<file path="config.mk">
export PLATFORM = sky130hd
export DESIGN_NAME = mem_arbiter
export DESIGN_NICKNAME = d
export VERILOG_FILES = /design/src/rtl/mem_arbiter.sv
export SDC_FILE = /design/constraint.sdc
export NUM_CORES = 1
export LEC_CHECK = 0
export CORE_ASPECT_RATIO = 1.2
export CORE_MARGIN = 10
export CORE_UTILIZATION = 35
export DETAILED_ROUTE_END_ITERATION = 10
export GPL_ROUTABILITY_DRIVEN = 0
export PLACE_DENSITY = 0.72
export SYNTH_ARGS = -nofsm -noshare
export SYNTH_HDL_FRONTEND = slang
export SYNTH_SLANG_ARGS = --single-unit
</file>
<file path="constraint.sdc">
create_clock -name clk -period 7.42 [get_ports clk]
set_clock_uncertainty 0.2 [all_clocks]
set_input_delay 1.855 -clock clk [delete_from_list [all_inputs] [get_ports clk]]
set_output_delay 1.855 -clock clk [all_outputs]
set_load 0.01 [all_outputs]
</file>
<file path="src/rtl/mem_arbiter.sv">
// Arbitrates the single-ported main memory between the i-cache and d-cache.
// d has priority; a starvation counter forces an i grant after STARVE_MAX d grants.
module mem_arbiter #(
  parameter int ADDR_WIDTH       = 17,
  parameter int LEN              = 32,
  parameter int ENTRY_INDEX_SIZE = 3,
  parameter int BURST_BEATS      = 3,
  parameter int STARVE_MAX       = 4,
  parameter int TIMEOUT          = 64
) (
  input  logic                        clk,
  input  logic                        rst,
  input  logic [1:0]                  i_req,
  input  logic [ADDR_WIDTH-1:0]       i_addr,
  input  logic [1:0]                  d_req,
  input  logic [ADDR_WIDTH-1:0]       d_addr,
  input  logic [ENTRY_INDEX_SIZE-1:0] d_length,
  input  logic [LEN-1:0]              d_wdata,
  output logic [1:0]                  mem_signal,
  output logic [ADDR_WIDTH-1:0]       mem_addr,
  output logic [ENTRY_INDEX_SIZE-1:0] mem_length,
  output logic [LEN-1:0]              mem_wdata,
  input  logic [LEN-1:0]              mem_data,
  input  logic [1:0]                  mem_status,
  output logic [LEN-1:0]              rdata,
  output logic                        i_done,
  output logic                        d_done,
  output logic                        d_beat_valid,
  output logic [ENTRY_INDEX_SIZE-1:0] d_beat_idx,
  output logic                        timeout_err
);

  localparam logic [1:0] MEM_NOP        = 2'd0;
  localparam logic [1:0] MEM_READ       = 2'd1;
  localparam logic [1:0] MEM_WRITE      = 2'd2;
  localparam logic [1:0] MEM_READ_BURST = 2'd3;
  localparam logic [1:0] MEM_FINISHED   = 2'd2;
  localparam int CNT_W = $clog2(TIMEOUT + 1);
  localparam int STV_W = $clog2(STARVE_MAX + 1);

  typedef enum logic [1:0] {
    ST_IDLE  = 2'd0,
    ST_ISSUE = 2'd1,
    ST_BUSY  = 2'd2,
    ST_DONE  = 2'd3
  } state_t;

  state_t                      state_r, state_s;
  logic                        owner_d_r, owner_d_s;
  logic [1:0]                  cmd_r, cmd_s;
  logic [1:0]                  mem_signal_r, mem_signal_s;
  logic [ADDR_WIDTH-1:0]       mem_addr_r, mem_addr_s;
  logic [ENTRY_INDEX_SIZE-1:0] mem_length_r, mem_length_s;
  logic [LEN-1:0]              rdata_r, rdata_s;
  logic                        i_done_r, i_done_s;
  logic                        d_done_r, d_done_s;
  logic                        beat_valid_r, beat_valid_s;
  logic [ENTRY_INDEX_SIZE-1:0] beat_idx_r, beat_idx_s;
  logic                        timeout_err_r, timeout_err_s;
  logic [STV_W-1:0]            starve_r, starve_s;
  logic [CNT_W-1:0]            busy_cnt_r, busy_cnt_s;
  logic                        i_pend_s, d_pend_s, beat_cmd_s;
  logic [ENTRY_INDEX_SIZE-1:0] beat_last_s;

  assign i_pend_s    = (i_req != MEM_NOP);
  assign d_pend_s    = (d_req != MEM_NOP);
  assign beat_cmd_s  = (cmd_r == MEM_WRITE) || (cmd_r == MEM_READ_BURST);
  assign beat_last_s = (cmd_r == MEM_WRITE) ? (mem_length_r - ENTRY_INDEX_SIZE'(1'b1))
                                            : ENTRY_INDEX_SIZE'(BURST_BEATS - 1);

  // Next-state and next-register computation for the arbitration FSM.
  always_comb begin
    state_s       = state_r;
    owner_d_s     = owner_d_r;
    cmd_s         = cmd_r;
    mem_signal_s  = mem_signal_r;
    mem_addr_s    = mem_addr_r;
    mem_length_s  = mem_length_r;
    rdata_s       = rdata_r;
    i_done_s      = 1'b0;
    d_done_s      = 1'b0;
    beat_valid_s  = 1'b0;
    beat_idx_s    = beat_idx_r;
    timeout_err_s = timeout_err_r;
    starve_s      = i_pend_s ? starve_r : {STV_W{1'b0}};
    busy_cnt_s    = busy_cnt_r;
    case (state_r)
      ST_IDLE: begin
        if (d_pend_s && !(i_pend_s && (starve_r == STV_W'(STARVE_MAX)))) begin
          owner_d_s    = 1'b1;
          cmd_s        = d_req;
          mem_addr_s   = d_addr;
          mem_length_s = d_length;
          if (i_pend_s && (starve_r != STV_W'(STARVE_MAX))) begin
            starve_s = starve_r + STV_W'(1'b1);
          end else begin
            starve_s = starve_r;
          end
          // A zero-length write never touches memory.
          if ((d_req == MEM_WRITE) && (d_length == {ENTRY_INDEX_SIZE{1'b0}})) begin
            mem_signal_s = MEM_NOP;
            d_done_s     = 1'b1;
            state_s      = ST_DONE;
          end else begin
            mem_signal_s = d_req;
            state_s      = ST_ISSUE;
          end
        end else if (i_pend_s) begin
          owner_d_s    = 1'b0;
          cmd_s        = MEM_READ;
          mem_signal_s = MEM_READ;
          mem_addr_s   = i_addr;
          mem_length_s = {ENTRY_INDEX_SIZE{1'b0}};
          starve_s     = {STV_W{1'b0}};
          state_s      = ST_ISSUE;
        end else begin
          state_s = ST_IDLE;
        end
      end
      ST_ISSUE: begin
        busy_cnt_s   = {CNT_W{1'b0}};
        beat_valid_s = beat_cmd_s;
        beat_idx_s   = {ENTRY_INDEX_SIZE{1'b0}};
        state_s      = ST_BUSY;
      end
      ST_BUSY: begin
        busy_cnt_s = busy_cnt_r + CNT_W'(1'b1);
        if ((cmd_r == MEM_READ) || (cmd_r == MEM_READ_BURST)) begin
          rdata_s = mem_data;
        end else begin
          rdata_s = rdata_r;
        end
        if (mem_status == MEM_FINISHED) begin
          mem_signal_s = MEM_NOP;
          d_done_s     = owner_d_r;
          i_done_s     = !owner_d_r;
          state_s      = ST_DONE;
        end else if (busy_cnt_r == CNT_W'(TIMEOUT - 1)) begin
          mem_signal_s  = MEM_NOP;
          timeout_err_s = 1'b1;
          d_done_s      = owner_d_r;
          i_done_s      = !owner_d_r;
          beat_idx_s    = {ENTRY_INDEX_SIZE{1'b0}};
          state_s       = ST_IDLE;
        end else begin
          beat_valid_s = beat_cmd_s;
          if (beat_cmd_s && (beat_idx_r != beat_last_s)) begin
            beat_idx_s = beat_idx_r + ENTRY_INDEX_SIZE'(1'b1);
          end else begin
            beat_idx_s = beat_idx_r;
          end
        end
      end
      ST_DONE: begin
        beat_idx_s = {ENTRY_INDEX_SIZE{1'b0}};
        state_s    = ST_IDLE;
      end
      default: begin
        mem_signal_s = MEM_NOP;
        state_s      = ST_IDLE;
      end
    endcase
  end

  // State and output registers.
  always_ff @(posedge clk or posedge rst) begin
    if (rst) begin
      state_r       <= ST_IDLE;
      owner_d_r     <= 1'b0;
      cmd_r         <= MEM_NOP;
      mem_signal_r  <= MEM_NOP;
      mem_addr_r    <= {ADDR_WIDTH{1'b0}};
      mem_length_r  <= {ENTRY_INDEX_SIZE{1'b0}};
      rdata_r       <= {LEN{1'b0}};
      i_done_r      <= 1'b0;
      d_done_r      <= 1'b0;
      beat_valid_r  <= 1'b0;
      beat_idx_r    <= {ENTRY_INDEX_SIZE{1'b0}};
      timeout_err_r <= 1'b0;
      starve_r      <= {STV_W{1'b0}};
      busy_cnt_r    <= {CNT_W{1'b0}};
    end else begin
      state_r       <= state_s;
      owner_d_r     <= owner_d_s;
      cmd_r         <= cmd_s;
      mem_signal_r  <= mem_signal_s;
      mem_addr_r    <= mem_addr_s;
      mem_length_r  <= mem_length_s;
      rdata_r       <= rdata_s;
      i_done_r      <= i_done_s;
      d_done_r      <= d_done_s;
      beat_valid_r  <= beat_valid_s;
      beat_idx_r    <= beat_idx_s;
      timeout_err_r <= timeout_err_s;
      starve_r      <= starve_s;
      busy_cnt_r    <= busy_cnt_s;
    end
  end

  assign mem_signal   = mem_signal_r;
  assign mem_addr     = mem_addr_r;
  assign mem_length   = mem_length_r;
  assign mem_wdata    = (owner_d_r && ((state_r == ST_ISSUE) || (state_r == ST_BUSY)))
                        ? d_wdata : {LEN{1'b0}};
  assign rdata        = rdata_r;
  assign i_done       = i_done_r;
  assign d_done       = d_done_r;
  assign d_beat_valid = beat_valid_r;
  assign d_beat_idx   = beat_idx_r;
  assign timeout_err  = timeout_err_r;

endmodule

</file>
; Word-level counts from Yosys, hierarchy flattened
; Cells that the tools add are included.
[op_classes]
n_addsub = 4
eq_ne = 17
n_mux = 41
bitwise_logic = 1
reduce_logical = 25
[ops]
columns = op, n
row1 = two-way mux 17 bit, 2
row2 = two-way mux 3 bit, 11
row3 = two-way mux 32 bit, 1
row4 = two-way mux 2 bit, 9
row5 = inequality test 3 bit (second input constant), 5
row6 = case mux 7 bit (2 select lines), 1
row7 = == test 2 bit (second input constant), 6
row8 = two-way mux 1 bit, 12
row9 = nonzero test 2 bit, 6
row10 = AND reduction 3 bit, 3
row11 = case mux 2 bit (4 select lines), 1
row12 = adder 7 x 1 -> 7 bit (second input constant), 1
row13 = == test 7 x 6 -> 1 bit (second input constant), 1
row14 = adder 3 x 1 -> 3 bit (second input constant), 2
row15 = logical AND 1 bit, 6
row16 = case mux 3 bit (2 select lines), 1
row17 = == test 2 x 1 -> 1 bit (second input constant), 2
row18 = case mux 1 bit (2 select lines), 2
row19 = case mux 2 bit (2 select lines), 1
row20 = AND reduction 2 bit, 2
row21 = == test 3 bit (second input constant), 1
row22 = zero test 3 bit, 1
row23 = logical OR 1 bit, 3
row24 = inequality test 3 bit, 1
row25 = 6 further kinds, 7
[totals]
register_bits = 76
input_bits = 109
output_inout_bits = 93
wordCells = 102

; Depth between registers and ports, before layout
; Gate-level depths: netlist (run 1).
[depth]
depth_word = 8
mapped_depth = 9
depth_no_buf = 8

; Worst setup path after synthesis (run 1)
; OpenSTA, ideal clock, no wires.
[synth_path]
kind = input to output
start = in d_wdata[0]
end = out mem_wdata[0]
arrival_time_ps = 2045
required_time_ps = 5365
slack_ps = 3320
path_stages = 1
n_path_buf = 0
path_cell_list = and3_1
[synth_via]
elab_chain_len = 1
[synth_rtl]
columns = element, line
row1 = from (decl), 18  ; input logic [LEN-1:0] d_wdata,
row2 = two-way mux 32 bit, 204  ; ? d_wdata : {LEN{1'b0}};
row3 = to (decl), 22  ; output logic [LEN-1:0] mem_wdata,
; Every way passes these cells.

; Final worst setup path (run 1)
[layout_path]
start = in d_wdata[29]
end = out mem_wdata[29]
; Same word-level chain as after synthesis.

==> reports/results.txt, run 1 <==
The mean post-synth cell area came out at 10.85 sq um. For the core area, the log shows 0.01052 sq mm. After global routing the overflow that remains totals 0. The logs give 0 for the count of max-cap constraint violations and 77 for the pin count of the biggest net entering global routing. The run finished with clean final reports.

In this run the power spent charging and discharging nets is 830.0 uW. After detailed routing, the total wire length is 11430 um. The effective utilization at floorplan is 0.3561, and the number of storage elements in the synthesis netlist is 76.

The die covers 0.01525 sq mm. The worst setup path is launched from an input pin. In the synthesized netlist, the number of instances is 345.

The final setup violation count is 0, and the actual transition at the worst max-transition pin is 1.026 ns. TritonCTS built the clock tree. The top achievable clock speed is 196.8 MHz, and the I/O pin count is 202. The logs give 0.005854 sq mm for the placement-stage cell area and 0.003745 sq mm for the cell area after synthesis. The run gives 8903 um as the detailed placement HPWL.

The die is 114.4 um wide. The post-detailed-route via-to-cell ratio was 4.875. Setup repair after global routing left no endpoint under its margin. The number of global-route vias before repair was 3420; the clock buffer count from CTS was 9.

The fraction of power spent switching nets came out at 0.3439. The all-layer global routing usage came out at 0.1450. The count of nets left with antenna violations once routing finished came out at 0. The category of the worst setup path capture point was an output port. The number of gates resized after CTS was 0. For this design, the CTS-stage hold fixing added 0 buffers.

The maximum fanout count along the critical path came out at 1. The accumulated negative setup slack was 0 ns. The clock drives 76 sinks. Cell internal power was estimated by the tool at 1584 uW. The logs give 0.508 for the part of the power in combinational logic and 41 for the number of standard-cell rows in the floorplan.

The final cycle utilization of the critical path is 0.6849. The run gives 0.5869 as the post-route core utilization. Register area share after synthesis: 0.5079.

The number of remaining DRC errors was 0; the final instance area was 0.006172 sq mm. In this run the static leakage power is 0.002727 uW. STA puts the critical path data required time at 5.37 ns. The wire length of the first global-routing pass is 18170 um, and the power density over cell area is 391.1 mW/mm^2.

Yosys mapped the design onto 42 distinct sky130hd cell types. The floorplan step set the die height to 133.3 um. The path class of the tightest hold or removal check is flop to flop.

The fraction of layout instances using a drive strength above 1 came out at 0.1105. The total count of max-transition violations in the final report is 0, and the critical path data arrival time is 3.03 ns. The logs give 0 for the count of yosys warnings during synthesis and 2 for the maximum clock path buffer count. For the number of design-rule violations left by the first detailed-router iteration, the log shows 94. After clock tree synthesis, the clock-pin slew on the worst setup and hold paths is 0.06 ns. For the initial antenna violation count, the log shows 0. The synthesis-to-layout area growth is 64.82%.

Clock tree root driver cell: clkbuf_16. The share of power burned in the clock network was 0.192; the final hold violation count was 0. The number of iterations in the first detailed-routing pass is 4.

The tools report the total number of vias as 3276. The worst IR drop on VDD is 0.0001835 V. The relative contribution of sequential cells to total power is 0.301. After detailed routing, the average wire length per cell comes to 17.01 um.

Type of the worst setup path: input pin to output port. The post-route worst hold slack is 0.2787 ns. The shortest period the worst path allows is 5.082 ns, and the count of nets after finishing is 656. The tools report the total inserted antenna cells as 0. During placement, the flow inserted port buffers numbering 201.

Relative slew slack: 0.3159. The post-layout total power was 2414 uW; the post-synth net total was 463. After clock tree synthesis, the setup repair step added 0 buffers.

The H-tree depth is 3, and the clock latency at the later pin of the worst-skew pair is 0.33 ns. The layout has 910 filler cells.
[cells in the final DEF (no fill, tap or decap), types with 3 or more instances in the layout]
cell / n
a32o_1: 4
nor2_1: 10
nor3_1: 3
buf_4: 3
nor2b_1: 4
clkinv_2: 3
ha_1: 9
nand2b_1: 4
clkbuf_16: 9
and3_1: 33
mux2i_1: 20
clkdlybuf4s50_1: 201
o21ai_0: 32
dfrtp_1: 76
a21oi_1: 6
mux2_2: 34
nand2_1: 39
inv_1: 13
nand3_1: 5
[path summary, 6_finish.rpt]
path,start,end,slack [ns],cells after the start
worst max-delay path,d_wdata[29],mem_wdata[29],2.34,3
worst min-delay path,mem_signal[0],mem_signal[0],0.28,2
worst max register to register,state_r[0],busy_cnt_r[5],4.81,5
worst min register to register,mem_signal[0],mem_signal[0],0.28,2
max in group asynchronous,rst,mem_addr[8],4.45,3
min in group asynchronous,rst,rdata[21],1.97,3
[worst max-delay path: stages]
cell and delay (ns):
clkdlybuf4s50_1 0.45, and3_1 0.16, clkdlybuf4s50_1 0.56
[cell families after synthesis]
logic type	Yosys count	synth area share
compound gates	59	0.1093
mux	54	0.1557
buf+inv	36	0.04076
xor+xnor	3	0.007018
fa+ha+maj	9	0.03007
simple gates	108	0.1493
flops	76	0.5079
[power groups by stage]
| stage | sequential [uW] | combinational, uW | clock [uW] |
|---|---|---|---|
| 2_1_floorplan | 780 | 556 | 0 |
| 3_3_place_gp | 720 | 1220 | 0 |
| 3_5_place_dp | 734 | 1250 | 0 |
| 4_1_cts | 728 | 1250 | 474 |
| 5_1_grt | 756 | 1330 | 489 |
| 6_report | 725 | 1230 | 463 |
[flip-flops by register name, summed over array words and instances, names as in the netlist, 2 cells and up]
name	cells
rdata	32
starve_r	3
d_beat_idx	3
cmd_r	2
mem_signal	2
busy_cnt_r	7
mem_addr	17
mem_length	3
state_r	2
[cell type report]
type | instances | area, sq um | share of cell area
clock buffers | 11 | 242.7 | 0.03933
well taps | 129 | 161.4 | 0.02615
multi-input cells | 233 | 1704 | 0.2761
clock inverters | 5 | 75.07 | 0.01216
inverters | 14 | 52.55 | 0.008514
flip-flops and latches | 76 | 1902 | 0.3081
repair buffers | 204 | 2034 | 0.3296
[cells in the mapped netlist (all sizes together)]
cell | instances | share of area
o41ai | 3 | 0.012
a31o | 1 | 0.0023
xor2 | 2 | 0.0047
o22ai | 1 | 0.0017
nor2b | 4 | 0.0067
or3 | 2 | 0.0033
o211ai | 1 | 0.0020
dfrtp | 76 | 0.51
o32ai | 1 | 0.0023
mux2 | 34 | 0.10
xnor2 | 1 | 0.0023
or2 | 1 | 0.0017
nor4 | 2 | 0.0033
o221a | 1 | 0.0053
ha | 9 | 0.030
nand2b | 4 | 0.0067
nand2 | 39 | 0.039
a22o | 1 | 0.0023
o21ai | 33 | 0.044
and4bb | 1 | 0.0033
a31oi | 2 | 0.0074
clkbuf | 12 | 0.012
nor2 | 11 | 0.013
a2bb2oi | 1 | 0.0023
mux2i | 20 | 0.053
nor3 | 3 | 0.0040
and3 | 33 | 0.055
a32o | 4 | 0.011
nand3 | 6 | 0.0094
nand4 | 1 | 0.0017
o211a | 1 | 0.0027
a21oi | 6 | 0.0080
o31ai | 3 | 0.0060
buf | 10 | 0.015
or2b | 1 | 0.0020
inv | 14 | 0.014
[per-layer routing]
metal / vias to the layer above / part of all wire / track usage
li1: 1603 / - / -
met1: 1561 / 0.37 / 0.1529
met2: 100 / 0.53 / 0.2593
met3: 12 / 0.087 / 0.06020
met4: 0 / 0.011 / 0.03278
met5: - / 0 / 0
[metrics by stage]
step / worst slack (ns) / std cells
after floorplan: 3.320 / 345
after CTS: 2.312 / 672
after global routing: 2.298 / 672
final: 2.338 / 672
after detailed placement: 2.324 / 656
after global placement: 2.352 / 656
Note: power is estimated with default switching activity, not from simulation.
==> run 2: changes to the inputs <==
PLACE_DENSITY = 0.75   (was 0.72)
clock period = 4.3 ns   (was 7.42 ns; I/O delays follow)
==> run 2 against run 1 <==
Effect of this change:
- cell area up 0.47%
- sequential power up 72%
- largest cell class unchanged
- total power up 73%
- combinational power up 72%
- core utilization up 0.27 points
- critical endpoint is now mem_wdata[6]
==> reports/results.txt, run 2 (synthesis results as in run 1) <==
The run finished with clean final reports. Traced cell by cell, the critical path runs through inv_1 -> ha_1 -> and3_1 -> clkdlybuf4s50_1. The initial antenna violation count is 0 (unchanged).

Number of port buffers: 201 (unchanged). The maximum fanout count along the critical path is 33 (+32), and the cell count of the worst reg-to-reg path is 6 (+1). The detailed placement HPWL is 9020 um (+1.3%).

The H-tree depth is 3 (unchanged). Relative to the synthesized area, the layout overhead comes to 65.59%. The tools report the count of nets after finishing as 658 (+0.30%).

The number of design-rule violations left by the first detailed-router iteration was 129 (+37%); the global-route congestion overflow total was 0 (unchanged). Static timing analysis puts the maximum clock frequency at 271.6 MHz. For the clock buffer count from CTS, the log shows 9 (unchanged). In the layout the commonest cells are clkdlybuf4s50_1, dfrtp_1, nand2_1, mux2_2, and3_1. The number of buffers inserted for hold repair after clock tree synthesis is 0 (unchanged).

The power density over cell area is 672.7 mW/mm^2 (+72%). The I/O pin count is 202 (unchanged). Number of cells traversed by the worst hold path: 2 (unchanged). The largest individual stage delay along the critical path comes from the cell ha_1.

Type of the worst setup path: flop to output port. The run gives 0 (unchanged) as the final hold violation count. The logs give 76 (unchanged) for the sink count of the clock tree and 0 (unchanged) for the post-cts sizing count. The class of the most critical hold timing path is flop to flop. Effective utilization at floorplan: 0.3561 (unchanged). The overall die height was 133.3 um (unchanged). STA classifies the critical path endpoint as an output port.

The run gives 0 ns (unchanged) as the accumulated negative setup slack. The clock latency at the later pin of the worst-skew pair is 0.32 ns (about the same), and the critical path's largest stage delay is 0.77 ns (+0.21 ns). Worst IR drop on VDD: 0.0002867 V (+56%). The number of remaining DRC errors came out at 0 (unchanged). The number of global-route vias before repair was 3523 (+3.0%).

The run gives 0 (unchanged) as the final setup violation count. Setup repair after global routing left no endpoint under its margin. The number of flip-flops in the largest register came out at 32 (unchanged). The cell leakage power is 0.002735 uW (+0.27%), and the floorplan die width is 114.4 um (unchanged).

The tools report the all-layer global routing usage as 0.1481 (+0.003035). The antenna violation net count after detailed routing is 0 (unchanged). The die footprint came out at 0.01525 sq mm (unchanged). The number of buffers inserted by post-CTS setup repair is 0 (unchanged).

The leading cell type in the layout, fill and taps excluded is clkdlybuf4s50_1. Relative slew slack: 0.4500 (+0.1342). For the total inserted antenna cells, the log shows 0 (unchanged).

The critical path data arrival time came out at 2.41 ns (-0.62 ns). The maximum clock path buffer count is 2 (unchanged), and the final cycle utilization of the critical path is 0.8564. The tools report the pin count of the biggest net entering global routing as 43 (-44%). Clock tree root driver cell: clkbuf_16. The post-detailed-routing wire length was 11360 um (-0.60%); the number of iterations in the first detailed-routing pass was 4 (unchanged). TritonCTS built the clock tree. For the wire length of the first global-routing pass, the log shows 18570 um (+2.2%).

The core area was 0.01052 sq mm (unchanged); the clock transition at the registers of the reported paths was 0.06 ns (about the same). The total number of vias was 3219 (-1.7%). The worst setup path is launched from a flop.

Post-route core utilization: 0.5896 (+0.002736). The routed wire length per instance was 16.85 um (-0.90%). For the number of standard-cell rows in the floorplan, the log shows 41 (unchanged). The post-detailed-route via-to-cell ratio is 4.776 (-2.0%), and the required time reported for the critical path endpoint is 3.02 ns (-2.35 ns). For the total count of max-transition violations in the final report, the log shows 0 (unchanged). The run gives 0 (unchanged) as the count of max-cap constraint violations. The shortest period the worst path allows was 3.682 ns.

The fraction of layout instances using a drive strength above 1 came out at 0.1119 (+0.001429). The actual transition at the worst max-transition pin works out to 0.8250 ns (-0.2012 ns).
[run 2: changes by cell type in the layout (fill, tap and decap cells not counted), sizes merged]
| cell | change |
|---|---|
| clkinv | -2 |
| clkbuf | +1 |
| clkinvlp | +1 |
| buf | +2 |
[run 2: final timing paths]
kind / from / to / slack, ns
worst max-delay path: state_r[0] / mem_wdata[6] / 0.62
worst min-delay path: mem_addr[3] / mem_addr[3] / 0.27
worst max register to register: state_r[0] / busy_cnt_r[5] / 1.78
worst min register to register: mem_addr[3] / mem_addr[3] / 0.27
max in group asynchronous: rst / rdata[12] / 2.19
min in group asynchronous: rst / rdata[20] / 1.02
[run 2: cell type report]
type	instances	area, sq um
fill	869	4315
timing repair buffer	206	2062
sequential	76	1902
multi-input combinational	233	1704
clock buffer	12	246.5
tap	129	161.4
clock inverter	4	72.57
inverter	14	52.55
[run 2: critical path, delay by kind of cell, from the launching register on]
kind	cells	cell delay, ns
adders and majority gates	1	0.77
buffers and inverters	2	0.64
DFF	1	0.40
and+or+nand+nor	1	0.27
[run 2: report_power, final]
group / internal (uW) / leakage [uW] / total (uW) / switching, uW
Sequential: 1030 / 0.000935 / 1250 / 222
Clock: 523 / 0.000153 / 797 / 274
Combinational: 1190 / 0.00165 / 2120 / 931
Total: 2750 / 0.00273 / 4170 / 1430
[run 2: stage by stage]
step / hold slack [ns] / instances / cell area (sq um) / setup slack, ns / total power [uW]
2_1_floorplan: 0.2707 / 345 / 3745 / 1.087 / 2305
3_3_place_gp: 0.2556 / 658 / 5882 / 0.7854 / 3350
3_5_place_dp: 0.2690 / 658 / 5882 / 0.7784 / 3415
4_1_cts: 0.2812 / 674 / 6201 / 0.6317 / 4235
5_1_grt: 0.3016 / 674 / 6201 / 0.4664 / 4477
6_report: 0.2741 / 674 / 6201 / 0.6177 / 4171
[run 2: per-layer routing]
| layer | routed length (um) | up-vias | track usage | part of all wire |
|---|---|---|---|---|
| li1 | - | 1605 | - | - |
| met1 | 4187 | 1509 | 0.1582 | 0.37 |
| met2 | 6116 | 96 | 0.2634 | 0.54 |
| met3 | 947 | 9 | 0.05571 | 0.083 |
| met4 | 108 | 0 | 0.03975 | 0.0095 |
| met5 | 0 | - | 0 | 0 |
==> run 3: changes to the inputs <==
CORE_UTILIZATION = 36   (was 35)
PLACE_DENSITY = 0.81   (was 0.75)
REMOVE_ABC_BUFFERS = 1   (was not set)
==> run 3 against run 2 <==
Effect of this change:
- wire length grew 8.4%
- sequential power about the same
- non-clock buffer count is the same
- first-iteration DRC count increased by 7.0%
- flip-flop and latch count stayed put
- critical path depth stayed put
- count of clock-buffer cells in the layout stayed put
- core utilization increased by 2.7 points
- clock power rose by 11%
- sequential share of layout area down 0.14 points
- global-route usage grew 1.3 points
==> reports/results.txt, run 3 (synthesis results as in run 1) <==
The cell count of the worst reg-to-reg path was 6 (unchanged); the cell leakage power was 0.002755 uW (+0.73%). Capture instance of the worst register-to-register path: busy_cnt_r[5]. The critical path is of the flop to output port type. For the met3 track demand over resource, the log shows 0.06603 (+0.01032). The tools report the beginning of the worst hold path as mem_addr[4]. The library cell used most frequently in the layout, excluding fill and tap cells, is clkdlybuf4s50_1.

STA classifies the critical path startpoint as a flop. For the clock latency at the later pin of the worst-skew pair, the log shows 0.33 ns (about the same). Setup repair after global routing left no endpoint under its margin.

Maximum fanout count along the critical path: 33 (unchanged). The class of the most critical hold timing path was flop to flop. The floorplan die width is 113.1 um (-1.2%), and the final cycle utilization of the critical path is 0.8598 (+0.003462).

The run gives 9894 um (+9.7%) as the detailed placement HPWL. The count of non-filler cells in the finished layout was 671 (-0.45%). The fraction of layout instances using a drive strength above 1 came out at 0.1138 (+0.001835). The path with the worst hold slack has its endpoint at mem_addr[4]. The tools report the met2 usage in global routing as 0.2845 (+0.02109). I/O pin count: 202 (unchanged).

The tools report the top achievable clock speed as 270.5 MHz (-0.40%). TritonCTS built the clock tree. The run gives 138 (+7.0%) as the number of design-rule violations left by the first detailed-router iteration.

Pin count of the biggest net entering global routing: 42 (-2.3%). The post-cts sizing count came out at 0 (unchanged). The post-detailed-route via-to-cell ratio is 4.993 (+4.5%). The sink count of the clock tree was 76 (unchanged); the post-detailed-routing wire length was 12320 um (+8.4%). The final hold violation count was 0 (unchanged). Power density over cell area: 689.2 mW/mm^2 (+2.5%). The shortest period the worst path allows came out at 3.697 ns (+0.01489 ns). The run finished with clean final reports. For the number of buffers inserted for hold repair after clock tree synthesis, the log shows 0 (unchanged).

The clock transition at the registers of the reported paths is 0.06 ns (about the same). The tools report the global-route congestion overflow total as 0 (unchanged). The number of port buffers came out at 201 (unchanged). The clock buffer count from CTS came out at 9 (unchanged). The tools report the number of global-route vias before repair as 3660 (+3.9%). The number of cells traversed by the worst hold path was 2 (unchanged); the count of nets after finishing was 658 (unchanged). The antenna violation net count after detailed routing is 0 (unchanged), and the actual transition at the worst max-transition pin is 0.8139 ns (-0.01111 ns).

The overall die height is 131.7 um (-1.2%). The number of buffers inserted by post-CTS setup repair was 0 (unchanged). The clock tree root driver cell was clkbuf_16. The run gives 3350 (+4.1%) as the total number of vias. The die footprint was 0.01490 sq mm (-2.3%). The worst setup path is captured at an output port. Routed wire length per instance: 18.36 um (+8.9%).

The number of standard-cell rows in the floorplan is 40 (-2.4%), and the post-route core utilization is 0.6162 (+0.02656). For the post-layout total power, the log shows 4293 uW (+2.9%). Required time reported for the critical path endpoint: 3.02 ns (about the same). The number of flip-flops in the largest register was 32 (unchanged). For the number of iterations in the first detailed-routing pass, the log shows 4 (unchanged). For the count of max-cap constraint violations, the log shows 0 (unchanged).

The startpoint identified for the worst register-to-register timing path is state_r[0]. For the final setup violation count, the log shows 0 (unchanged). The core area was 0.01011 sq mm (-3.9%); the synthesis-to-layout area growth was 66.35%.

The worst-case register-to-register setup slack was 1.81 ns (+0.03 ns); the fraction of met1 tracks used by global routing was 0.1625 (+0.004267). The effective utilization at floorplan is 0.3704 (+0.01432), and the relative slew slack is 0.4574 (+0.007406). The all-layer global routing usage is 0.1608 (+0.01269).

Leaving out fill and tap cells, the most frequent cells in the layout are clkdlybuf4s50_1, dfrtp_1, nand2_1, mux2_2, and3_1. For the wire length of the first global-routing pass, the log shows 19330 um (+4.1%). The tools report the H-tree depth as 3 (unchanged). The global routing stage identified its most utilized layer as met2.

The number of cells after detailed placement was 655 (-0.46%); the maximum clock path buffer count was 2 (unchanged). The number of remaining DRC errors was 0 (unchanged). The initial antenna violation count was 0 (unchanged); the total inserted antenna cells was 0 (unchanged). The logs give 0.0003757 V (+31%) for the worst IR drop on VDD and 0 (unchanged) for the total count of max-transition violations in the final report. Critical path data arrival time: 2.42 ns (about the same).
run 3: cell type report:
type                       count  area (sq um)
inverter                      14         52.55
timing repair buffer         206          2062
sequential                    76          1902
clock inverter                 4         95.09
clock buffer                  12         256.5
fill                         828          3880
tap                          126         157.7
multi-input combinational    233          1704
run 3: worst max-delay path by stage:
stage | startpoint | endpoint | slack [ns] | cells after the start
after floorplan | i_req[1] | mem_signal[1] | -0.34 | 6
after global placement | d_wdata[19] | mem_wdata[19] | 0.76 | 3
after detailed placement | d_wdata[19] | mem_wdata[19] | 0.74 | 3
after CTS | state_r[0] | mem_wdata[19] | 0.59 | 4
after global routing | state_r[0] | mem_wdata[19] | 0.44 | 4
final | state_r[0] | mem_wdata[19] | 0.60 | 4
run 3: per-stage QoR:
step / cell area [sq um] / hold slack, ns / worst slack, ns / TNS [ns]
floorplan: 3645 / 0.2707 / -0.3390 / -4.151
global placement: 5878 / 0.2597 / 0.7553 / 0
detailed placement: 5878 / 0.2712 / 0.7423 / 0
CTS: 6230 / 0.2825 / 0.5920 / 0
global route: 6230 / 0.3133 / 0.4412 / 0
finish: 6230 / 0.2805 / 0.6028 / 0
run 3: per-layer routing:
metal,part of all wire,wire [um]
met5,0,0
met1,0.37,4601
met4,0.017,211
met2,0.51,6258
met3,0.10,1245
run 3: power by group:
group          total, uW  internal (uW)  switching (uW)
Clock                882            598             284
Combinational       2150           1190             954
Sequential          1260           1030             234
run 3: worst max-delay path: stages, from the launching register on:
cell and delay (ns):
dfrtp_1 0.40, inv_1 0.09, ha_1 0.74, and3_1 0.30
clkdlybuf4s50_1 0.55
